--- src/rtl/tilt_move_gen.sv ---
// Converts signed accelerometer tilt into rate-controlled, one-hot movement pulses for Ball.
// Pulse period shrinks with tilt level and is always spaced by at least MIN_GAP cycles.
module tilt_move_gen #(
    parameter int unsigned ACCEL_WIDTH = 12,
    parameter int unsigned DEAD_ZONE   = 64,
    parameter int unsigned TILT_SHIFT  = 7,
    parameter int unsigned BASE_PERIOD = 1000000,
    parameter int unsigned MIN_GAP     = 64,
    parameter int unsigned CNT_WIDTH   = 32
) (
    input  logic                          clk,
    input  logic                          reset,
    input  logic                          enable,
    input  logic                          accel_valid,
    input  logic signed [ACCEL_WIDTH-1:0] accel_x,
    input  logic signed [ACCEL_WIDTH-1:0] accel_y,
    output logic        [3:0]             movement,
    output logic        [3:0]             tilt_dir,
    output logic        [1:0]             tilt_level
);

    localparam logic [3:0] DIR_UP    = 4'b0001;
    localparam logic [3:0] DIR_DOWN  = 4'b0010;
    localparam logic [3:0] DIR_LEFT  = 4'b0100;
    localparam logic [3:0] DIR_RIGHT = 4'b1000;

    localparam logic [ACCEL_WIDTH-1:0] MAG_MAX  = {1'b0, {(ACCEL_WIDTH-1){1'b1}}};
    localparam logic [ACCEL_WIDTH-1:0] DZ       = ACCEL_WIDTH'(DEAD_ZONE);
    localparam logic [CNT_WIDTH-1:0]   BASE_CNT = CNT_WIDTH'(BASE_PERIOD);
    localparam logic [CNT_WIDTH-1:0]   GAP_CNT  = CNT_WIDTH'(MIN_GAP);
    localparam logic [CNT_WIDTH-1:0]   ONE_CNT  = CNT_WIDTH'(1);

    typedef enum logic [1:0] {StIdle, StFirst, StRun} state_e;

    state_e                          state_q, state_d;
    logic signed [ACCEL_WIDTH-1:0]   x_q, y_q;
    logic        [3:0]               tilt_dir_q, tilt_dir_d;
    logic        [1:0]               tilt_level_q, tilt_level_d;
    logic        [3:0]               movement_q, movement_d;
    logic        [3:0]               run_dir_q, run_dir_d;
    logic        [CNT_WIDTH-1:0]     step_q, step_d;
    logic        [CNT_WIDTH-1:0]     gap_q, gap_d;

    logic        [ACCEL_WIDTH-1:0]   mag_x, mag_y;
    logic                            act_x, act_y;
    logic        [CNT_WIDTH-1:0]     period_raw, period;
    logic                            step_due, gap_ok, pulse;

    // Most-negative sample has no positive twin; clamp it to the largest magnitude.
    function automatic logic [ACCEL_WIDTH-1:0] abs_sat(input logic signed [ACCEL_WIDTH-1:0] v);
        if (v[ACCEL_WIDTH-1] && (v[ACCEL_WIDTH-2:0] == '0)) begin
            return MAG_MAX;
        end else if (v[ACCEL_WIDTH-1]) begin
            return $unsigned(-v);
        end else begin
            return $unsigned(v);
        end
    endfunction

    function automatic logic [1:0] level_of(input logic [ACCEL_WIDTH-1:0] mag);
        logic [ACCEL_WIDTH-1:0] excess;
        excess = (mag - DZ - 1'b1) >> TILT_SHIFT;
        return (excess[ACCEL_WIDTH-1:2] != '0) ? 2'd3 : excess[1:0];
    endfunction

    // Sample capture and registered decode
    always_ff @(posedge clk or negedge reset) begin
        if (!reset) begin
            x_q          <= '0;
            y_q          <= '0;
            tilt_dir_q   <= '0;
            tilt_level_q <= '0;
        end else begin
            if (accel_valid) begin
                x_q <= accel_x;
                y_q <= accel_y;
            end
            tilt_dir_q   <= tilt_dir_d;
            tilt_level_q <= tilt_level_d;
        end
    end

    always_comb begin
        mag_x        = abs_sat(x_q);
        mag_y        = abs_sat(y_q);
        act_x        = mag_x > DZ;
        act_y        = mag_y > DZ;
        tilt_dir_d   = '0;
        tilt_level_d = '0;
        if (act_x && (!act_y || (mag_x >= mag_y))) begin
            tilt_dir_d   = x_q[ACCEL_WIDTH-1] ? DIR_LEFT : DIR_RIGHT;
            tilt_level_d = level_of(mag_x);
        end else if (act_y) begin
            tilt_dir_d   = y_q[ACCEL_WIDTH-1] ? DIR_UP : DIR_DOWN;
            tilt_level_d = level_of(mag_y);
        end
    end

    // Pacing: the gap test counts the registering edge itself, so a pulse may land exactly
    // MIN_GAP edges after the previous one.
    always_comb begin
        period_raw = BASE_CNT >> tilt_level_q;
        period     = (period_raw < GAP_CNT) ? GAP_CNT : period_raw;
        step_due   = step_q >= (period - ONE_CNT);
        gap_ok     = gap_q >= (GAP_CNT - ONE_CNT);
    end

    // FSM: state register
    always_ff @(posedge clk or negedge reset) begin
        if (!reset) begin
            state_q <= StIdle;
        end else begin
            state_q <= state_d;
        end
    end

    // FSM: next state
    always_comb begin
        state_d = state_q;
        if (!enable) begin
            state_d = StIdle;
        end else begin
            case (state_q)
                StIdle: begin
                    if (tilt_dir_q != '0) state_d = StFirst;
                end
                StFirst: begin
                    if (tilt_dir_q == '0) begin
                        state_d = StIdle;
                    end else if (gap_ok) begin
                        state_d = StRun;
                    end
                end
                StRun: begin
                    if (tilt_dir_q == '0) begin
                        state_d = StIdle;
                    end else if (tilt_dir_q != run_dir_q) begin
                        state_d = StFirst;
                    end
                end
                default: state_d = StIdle;
            endcase
        end
    end

    // FSM: outputs and counters
    always_comb begin
        pulse     = 1'b0;
        step_d    = step_q;
        run_dir_d = run_dir_q;
        case (state_q)
            StIdle: begin
                step_d = '0;
            end
            StFirst: begin
                step_d = '0;
                if (enable && (tilt_dir_q != '0) && gap_ok) begin
                    pulse     = 1'b1;
                    run_dir_d = tilt_dir_q;
                end
            end
            StRun: begin
                if (enable && (tilt_dir_q != '0) && (tilt_dir_q == run_dir_q)) begin
                    if (step_due && gap_ok) begin
                        pulse  = 1'b1;
                        step_d = '0;
                    end else begin
                        step_d = step_q + ONE_CNT;
                    end
                end else begin
                    step_d = '0;
                end
            end
            default: step_d = '0;
        endcase
        movement_d = pulse ? tilt_dir_q : 4'b0000;
        if (pulse) begin
            gap_d = '0;
        end else if (gap_q >= GAP_CNT) begin
            gap_d = gap_q;
        end else begin
            gap_d = gap_q + ONE_CNT;
        end
    end

    always_ff @(posedge clk or negedge reset) begin
        if (!reset) begin
            movement_q <= '0;
            run_dir_q  <= '0;
            step_q     <= '0;
            gap_q      <= GAP_CNT;
        end else begin
            movement_q <= movement_d;
            run_dir_q  <= run_dir_d;
            step_q     <= step_d;
            gap_q      <= gap_d;
        end
    end

    assign movement   = movement_q;
    assign tilt_dir   = tilt_dir_q;
    assign tilt_level = tilt_level_q;

`ifndef SYNTHESIS
    movement_onehot : assert property (@(posedge clk) disable iff (!reset)
        $onehot0(movement_q));
    movement_single : assert property (@(posedge clk) disable iff (!reset)
        (movement_q != '0) |=> (movement_q == '0));
`endif

endmodule

--- config.mk ---
export PLATFORM = sky130hd
export DESIGN_NAME = tilt_move_gen
export DESIGN_NICKNAME = d
export VERILOG_FILES = /design/src/rtl/tilt_move_gen.sv
export SDC_FILE = /design/constraint.sdc
export NUM_CORES = 1
export LEC_CHECK = 0
export ABC_AREA = 1
export CAP_MARGIN = 10
export CORE_UTILIZATION = 55
export DETAILED_ROUTE_END_ITERATION = 10
export GPL_TIMING_DRIVEN = 0
export PLACE_DENSITY = 0.88
export SKIP_LAST_GASP = 1
export SYNTH_ARGS = -nofsm -noshare
export SYNTH_HDL_FRONTEND = slang
export SYNTH_SLANG_ARGS = --single-unit
--- constraint.sdc ---
create_clock -name clk -period 2.5 [get_ports clk]
set_input_delay 0.375 -clock clk [delete_from_list [all_inputs] [get_ports clk]]
set_output_delay 0.375 -clock clk [all_outputs]
set_load 0.005 [all_outputs]
* Word-level counts from Yosys, hierarchy flattened
Index checks and enable logic that the tools add are counted.
** Storage, ports and cells
- Flip-flop bits (word level) :: 104
- Input port bits :: 28
- Output and inout port bits :: 10
- Word-level logic and storage cells :: 82
** Operators by class
- Add/subtract/negate cells :: 9
- $lt $le $gt $ge :: 7
- Eq/ne operators :: 8
- Shifts and indexed selects :: 1
- Mux-type cells :: 30
- Reductions and logical operators :: 18
** Operator list (number)
- $mux 32 :: 6
- $add 32x1->32 const B :: 2
- $mux 12 :: 4
- $ge 32x32->1 :: 1
- $ge 32x6->1 const B :: 1
- $ge 32x7->1 const B :: 1
- $lt 32x7->1 const B :: 1
- $shr 20x2->32 const A :: 1
- $sub 32x1->32 const B :: 1
- $gt 12x7->1 const B :: 2
- $mux 2 :: 12
- $neg 12->12 :: 2
- $sub 12x1->12 const B :: 2
- $sub 12x7->12 const B :: 2
- $logic_not 11->1 :: 2
- $reduce_bool 10->1 :: 2
- $ge 12x12->1 :: 1
- $mux 4 :: 3
- $ne 4x4->1 const B :: 2
- $logic_and 1x1->1 :: 7
- $pmux 2 s3 :: 1
- $eq 4x4->1 :: 1
- $logic_not 4->1 :: 1
- $ne 4x4->1 :: 1
- 12 further kinds :: 14

* Depth between registers and ports, before layout
- Depth after elaboration :: 10
- Mapped depth :: 21

* Worst setup path before layout
Ideal clock, no wire load.
- Kind :: reg-to-reg
- From :: register y_q[0]
- To :: register tilt_level_q[1], in the netlist tilt_level[1]
- Setup time :: 116 ps
- Arrival time :: 2355 ps
- Required time :: 2384 ps
- Path slack :: 29 ps
- Stages on the path, launching flop included :: 19
- Path buffers :: 0
- Period minus slack after synthesis :: 2471 ps
- Cells stage by stage :: dfrtp_1 -> inv_1 -> ha_1 -> nand3_2 -> nor2_4 -> nand2_4 -> nand3_1 -> inv_1 -> ha_1 -> a21oi_1 -> nor2_1 -> a211oi_1 -> nand4_1 -> inv_1 -> nand2_1 -> nand2_1 -> inv_1 -> nand2_1 -> nand2_1
** Between the ends
- Word-level cells in the longest chain between the ends :: 9
- Elaborated cells on any way between the ends :: 16
- Those cells by class :: add/sub: 3; order compare: 2; mux: 5; reduce/logical: 6
** RTL lines
- from (decl) :: RTL line 36 : logic signed [ACCEL_WIDTH-1:0] x_q, y_q;
- from (signal assigned) :: RTL line 76 : y_q <= accel_y;
- $neg 12->12 or $logic_not 11->1 (tied branches) :: RTL line 54, 51
- $mux 12 or $logic_and 1x1->1 (tied branches) :: RTL line 53, 51
- $mux 12 (*) :: RTL line 51 : if (v[ACCEL_WIDTH-1] && (v[ACCEL_WIDTH-2:0] == '0)) begin
- $sub 12x7->12 :: RTL line 62 : excess = (mag - DZ - 1'b1) >> TILT_SHIFT;
- $sub 12x1->12 :: RTL line 62
- $reduce_bool 10->1 :: RTL line 63 : return (excess[ACCEL_WIDTH-1:2] != '0) ? 2'd3 : excess[1:0];
- $mux 2 :: RTL line 63
- $mux 2 :: RTL line 93 : end else if (act_y) begin
- $mux 2 (*) :: RTL line 90 : if (act_x && (!act_y || (mag_x >= mag_y))) begin
- net tilt_level_d[1] :: RTL line 38 : logic [1:0] tilt_level_q, tilt_level_d;
- to (signal assigned) :: RTL line 79 : tilt_level_q <= tilt_level_d;
- to (decl) :: RTL line 38
The timed path passes the listed nets; every way through them passes the cells marked *.
A chain may end at the register's enable or synchronous reset.

* Final worst setup path
- From :: register tilt_level_q[0], in the netlist tilt_level[0]
- To :: register step_q[23]
** Between the ends
- Word-level cells in the longest chain between the ends :: 9
** RTL lines
- $shr 20x2->32 (*) :: RTL line 102 : period_raw = BASE_CNT >> tilt_level_q;
- $lt 32x7->1 :: RTL line 103 : period = (period_raw < GAP_CNT) ? GAP_CNT : period_raw;
- $mux 32 (*) :: RTL line 103
- $sub 32x1->32 (*) :: RTL line 104 : step_due = step_q >= (period - ONE_CNT);
- $ge 32x32->1 (*) :: RTL line 104
- $logic_and 1x1->1 (*) :: RTL line 164 : if (step_due && gap_ok) begin
- $mux 32 (*) :: RTL line 164
- $mux 32 (*) :: RTL line 163 : if (enable && (tilt_dir_q != '0) && (tilt_dir_q == run_dir_q)) begin
- $mux 32 (*) :: RTL line 151 : case (state_q)
- net step_d[23] :: RTL line 41 : logic [CNT_WIDTH-1:0] step_q, step_d;
- to (signal assigned) :: RTL line 195 : step_q <= step_d;
- to (decl) :: RTL line 41
Marks and branches as above.

==> impl_metrics.tcl <==
set metrics [dict create \
    fin_setup_tns_ns -18.49 \
    final_cell_mix "156 x nand2_1, 101 x dfrtp_1, 92 x inv_1" \
    grt_pass1_wl_um 29300 \
    antenna_found_initial 0 \
    die-height_um 113 \
    fin_crit_ns 2.82 \
    synth-async-reset-ratio_pct 100 \
    clock-sinks 104 \
    clockBufferDepth 2 \
    root_buffer "clkbuf_16" \
    synthesis.area_um2 6750 \
    p_leak_nw 4.01 \
    synthCells 857 \
    final_nets 1045 \
    vdd_ir_drop_max_mv 0.663 \
    routabilityCongestion 0.900 \
    fmaxAchievable_ghz 0.355 \
    crit_path_end_kind "flop" \
    synth_warnings 0 \
    setup_ws_ns -0.320 \
    tritoncts "built" \
    reg2reg_from "tilt_level[0]$_DFF_PN0_" \
    ff2ff_path_depth 15 \
    cp_data_arrival_time_ns 3.11 \
    wl_per_cell_um 18.3 \
    status "finished, violations left" \
    vias 6664 \
    path_max_fanout 6 \
    die_area_um2 12700 \
    crit_path_frequent_cell "ha_4" \
    synth_ff_type "dfrtp_1" \
    dp_hpwl_um 10800 \
    drcViolationCount 0 \
    numCtsBuffers 9 \
    grt_use_total_pct 29.1 \
    hp-class "in2async" \
    grt_overflow 0 \
    critPathSlowestCell "dfrtp_2" \
    drive_gt1_share_pct 29.3 \
    finalHoldViolations 0 \
    first_pass_iters 5 \
    path_buf_inv 3 \
    drt-total-wl_um 20300 \
    synth_edf_count 0 \
    io_buffers 36 \
    core-area_um2 12000 \
    fin_crit_sh_pct 113 \
    synth.yosys.seq_area_share_pct 38.6 \
    via_per_inst 6.00 \
    finalPower_mw 6.28 \
    drtIter0Drc 562 \
    cp.required_ns 2.79 \
    setup_viol_count_final 74 \
    tightest_slew_ns 0.787 \
    clock_skew_ns 0.0178 \
    diodes 0 \
    maxCapViolCount 0 \
    place_inst 1053 \
    worst-path-stages 15 \
    critPathKind "reg2reg" \
    synth_area_per_cell_um2 7.88 \
    area_delta_synth_final_pct 30.7 \
    layout_commonest_cell "nand2_1" \
    r2r_end "step_q[23]$_DFF_PN0_" \
    rsz0062_at_grt "true" \
    initial_utilization_pct 56.2 \
    fin_cells 1110 \
    grt_pass1_vias 6363 \
    crit_chain "buf_12 -> ha_4 -> inv_4 -> ha_4 -> ha_4 -> nand4_1 -> o21ai_1 -> o21ai_1 -> nand3_1 -> nand2_1 -> nand2_2 -> buf_6 -> a21oi_4 -> nand2_1 -> nor2_1" \
    antenna_left 0 \
    grt_max_degree 61 \
    fillers 738 \
    ys_ff_latch 104 \
    slew_violations 0 \
    ys_types 45 \
    die_width_um 113 \
    powerDensity_nw_per_um2 711 \
    crit_family "simple AND/OR/NAND/NOR gates" \
    rrSetupSlack_ns -0.32 \
    max_stage_delay_ns 0.46 \
    start_kind "flop" \
    cts_max_level 3 \
    clkTransAtPathRegs_ns 0.08 \
    clk_latency_ns 0.37 \
    violations "negative setup slack" \
    io_pins 38 \
    slew_headroom_pct 47.5 \
    num_rows 40 \
]
==> cells by family (layout without fill, tap and decap cells) <==
logic type,Yosys count,count (layout),synth area share [%]
adder cells (fa/ha/maj),59,59,10.9
XOR/XNOR,19,19,2.46
AO/OA/AOI/OAI,117,117,9.86
AND/OR/NAND/NOR,416,417,29.5
buffers and inverters,139,232,8.28
other,1,13,0.0555
multiplexers,2,2,0.334
flip-flops,104,104,38.6
==> repair_timing <==
action                     in CTS  in global routing
hold buffers                    0                  0
buffers inserted               28                  7
gates resized for setup       109                113
setup endpoints to repair      74                 74
pin swaps                      28                 37
cloned                          4                  2
==> flip-flops by register name, summed over array words and instances (netlist names) <==
signal,count
tilt_level,2
y_q,12
tilt_dir,4
run_dir_q,4
state_q,2
step_q,32
gap_q,32
movement,4
x_q,12
==> layout make-up <==
type                       instances  area [um^2]  area share, %
sequential                       104         2610           29.5
clock buffer                      11          243           2.75
buffer                            17          121           1.37
clock inverter                     5         46.3          0.524
tap                              147          184           2.08
multi-input combinational        627         4360           49.3
inverter                         122          478           5.41
timing repair buffer              77          793           8.99
==> Yosys cell counts, types with 5 or more instances <==
cell type,n,share of area [%]
nor2_1,88,4.9
xor2_1,15,1.9
nor3b_1,5,0.56
nand2_2,11,1.0
o21ai_0,38,2.8
nand3_2,7,1.0
a31oi_1,5,0.46
nor2_2,20,1.9
nand2_1,173,9.6
nor2_4,6,1.0
ha_1,59,11
nand3_1,43,3.2
dfrtp_1,103,38
nor3_1,18,1.3
nand4_1,27,2.5
inv_2,11,0.61
clkbuf_1,9,0.50
inv_1,111,6.2
a21boi_0,12,1.3
a21oi_1,48,3.6
==> worst max path at each step <==
stage | start | to | slack [ns]
after global routing | tilt_level[0]$_DFF_PN0_ | step_q[29]$_DFF_PN0_ | -0.49
after CTS | tilt_level[0]$_DFF_PN0_ | step_q[20]$_DFF_PN0_ | -0.04
final | tilt_level[0]$_DFF_PN0_ | step_q[23]$_DFF_PN0_ | -0.32
after detailed placement | tilt_level[0]$_DFF_PN0_ | step_q[26]$_DFF_PN0_ | -0.38
after floorplan | y_q[0]$_DFFE_PN0P_ | tilt_level[1]$_DFF_PN0_ | 0.03
after global placement | reset | x_q[4]$_DFFE_PN0P_ | -2.87
==> per-layer routing <==
layer,track usage [%],share of wire (%),vias up
met5,0,0,-
met4,15.8,5.7,0
met3,6.27,5.9,127
met2,51.1,50,382
met1,33.1,38,3169
li1,-,-,2986
==> where the power goes <==
group          internal [mW]  switching, mW
Clock                  0.724          0.710
Combinational           1.01           1.67
Sequential              1.94          0.230
Total                   3.67           2.61
==> worst register-to-register path, delay by kind of cell, from the launching register on <==
family                     cells  cell delay [ns]
buffers and inverters          3             0.37
AOI/OAI and AO/OA              3             0.47
DFF                            1             0.46
and+or+nand+nor                6             0.83
adders and majority gates      3             0.61
==> through the flow <==
stage | util (%) | hold slack [ns] | instance area, um^2 | setup WS [ns]
2_1_floorplan | - | 0.0794 | 6800 | 0.0287
3_3_place_gp | 61.1 | 0.458 | 7340 | -2.87
3_5_place_dp | 61.3 | 0.487 | 7370 | -0.384
4_1_cts | 69.3 | 0.130 | 8330 | -0.0399
5_1_grt | 73.5 | 0.162 | 8830 | -0.492
6_report | 73.5 | 0.0898 | 8830 | -0.320
(Power assumes the default switching activity.)
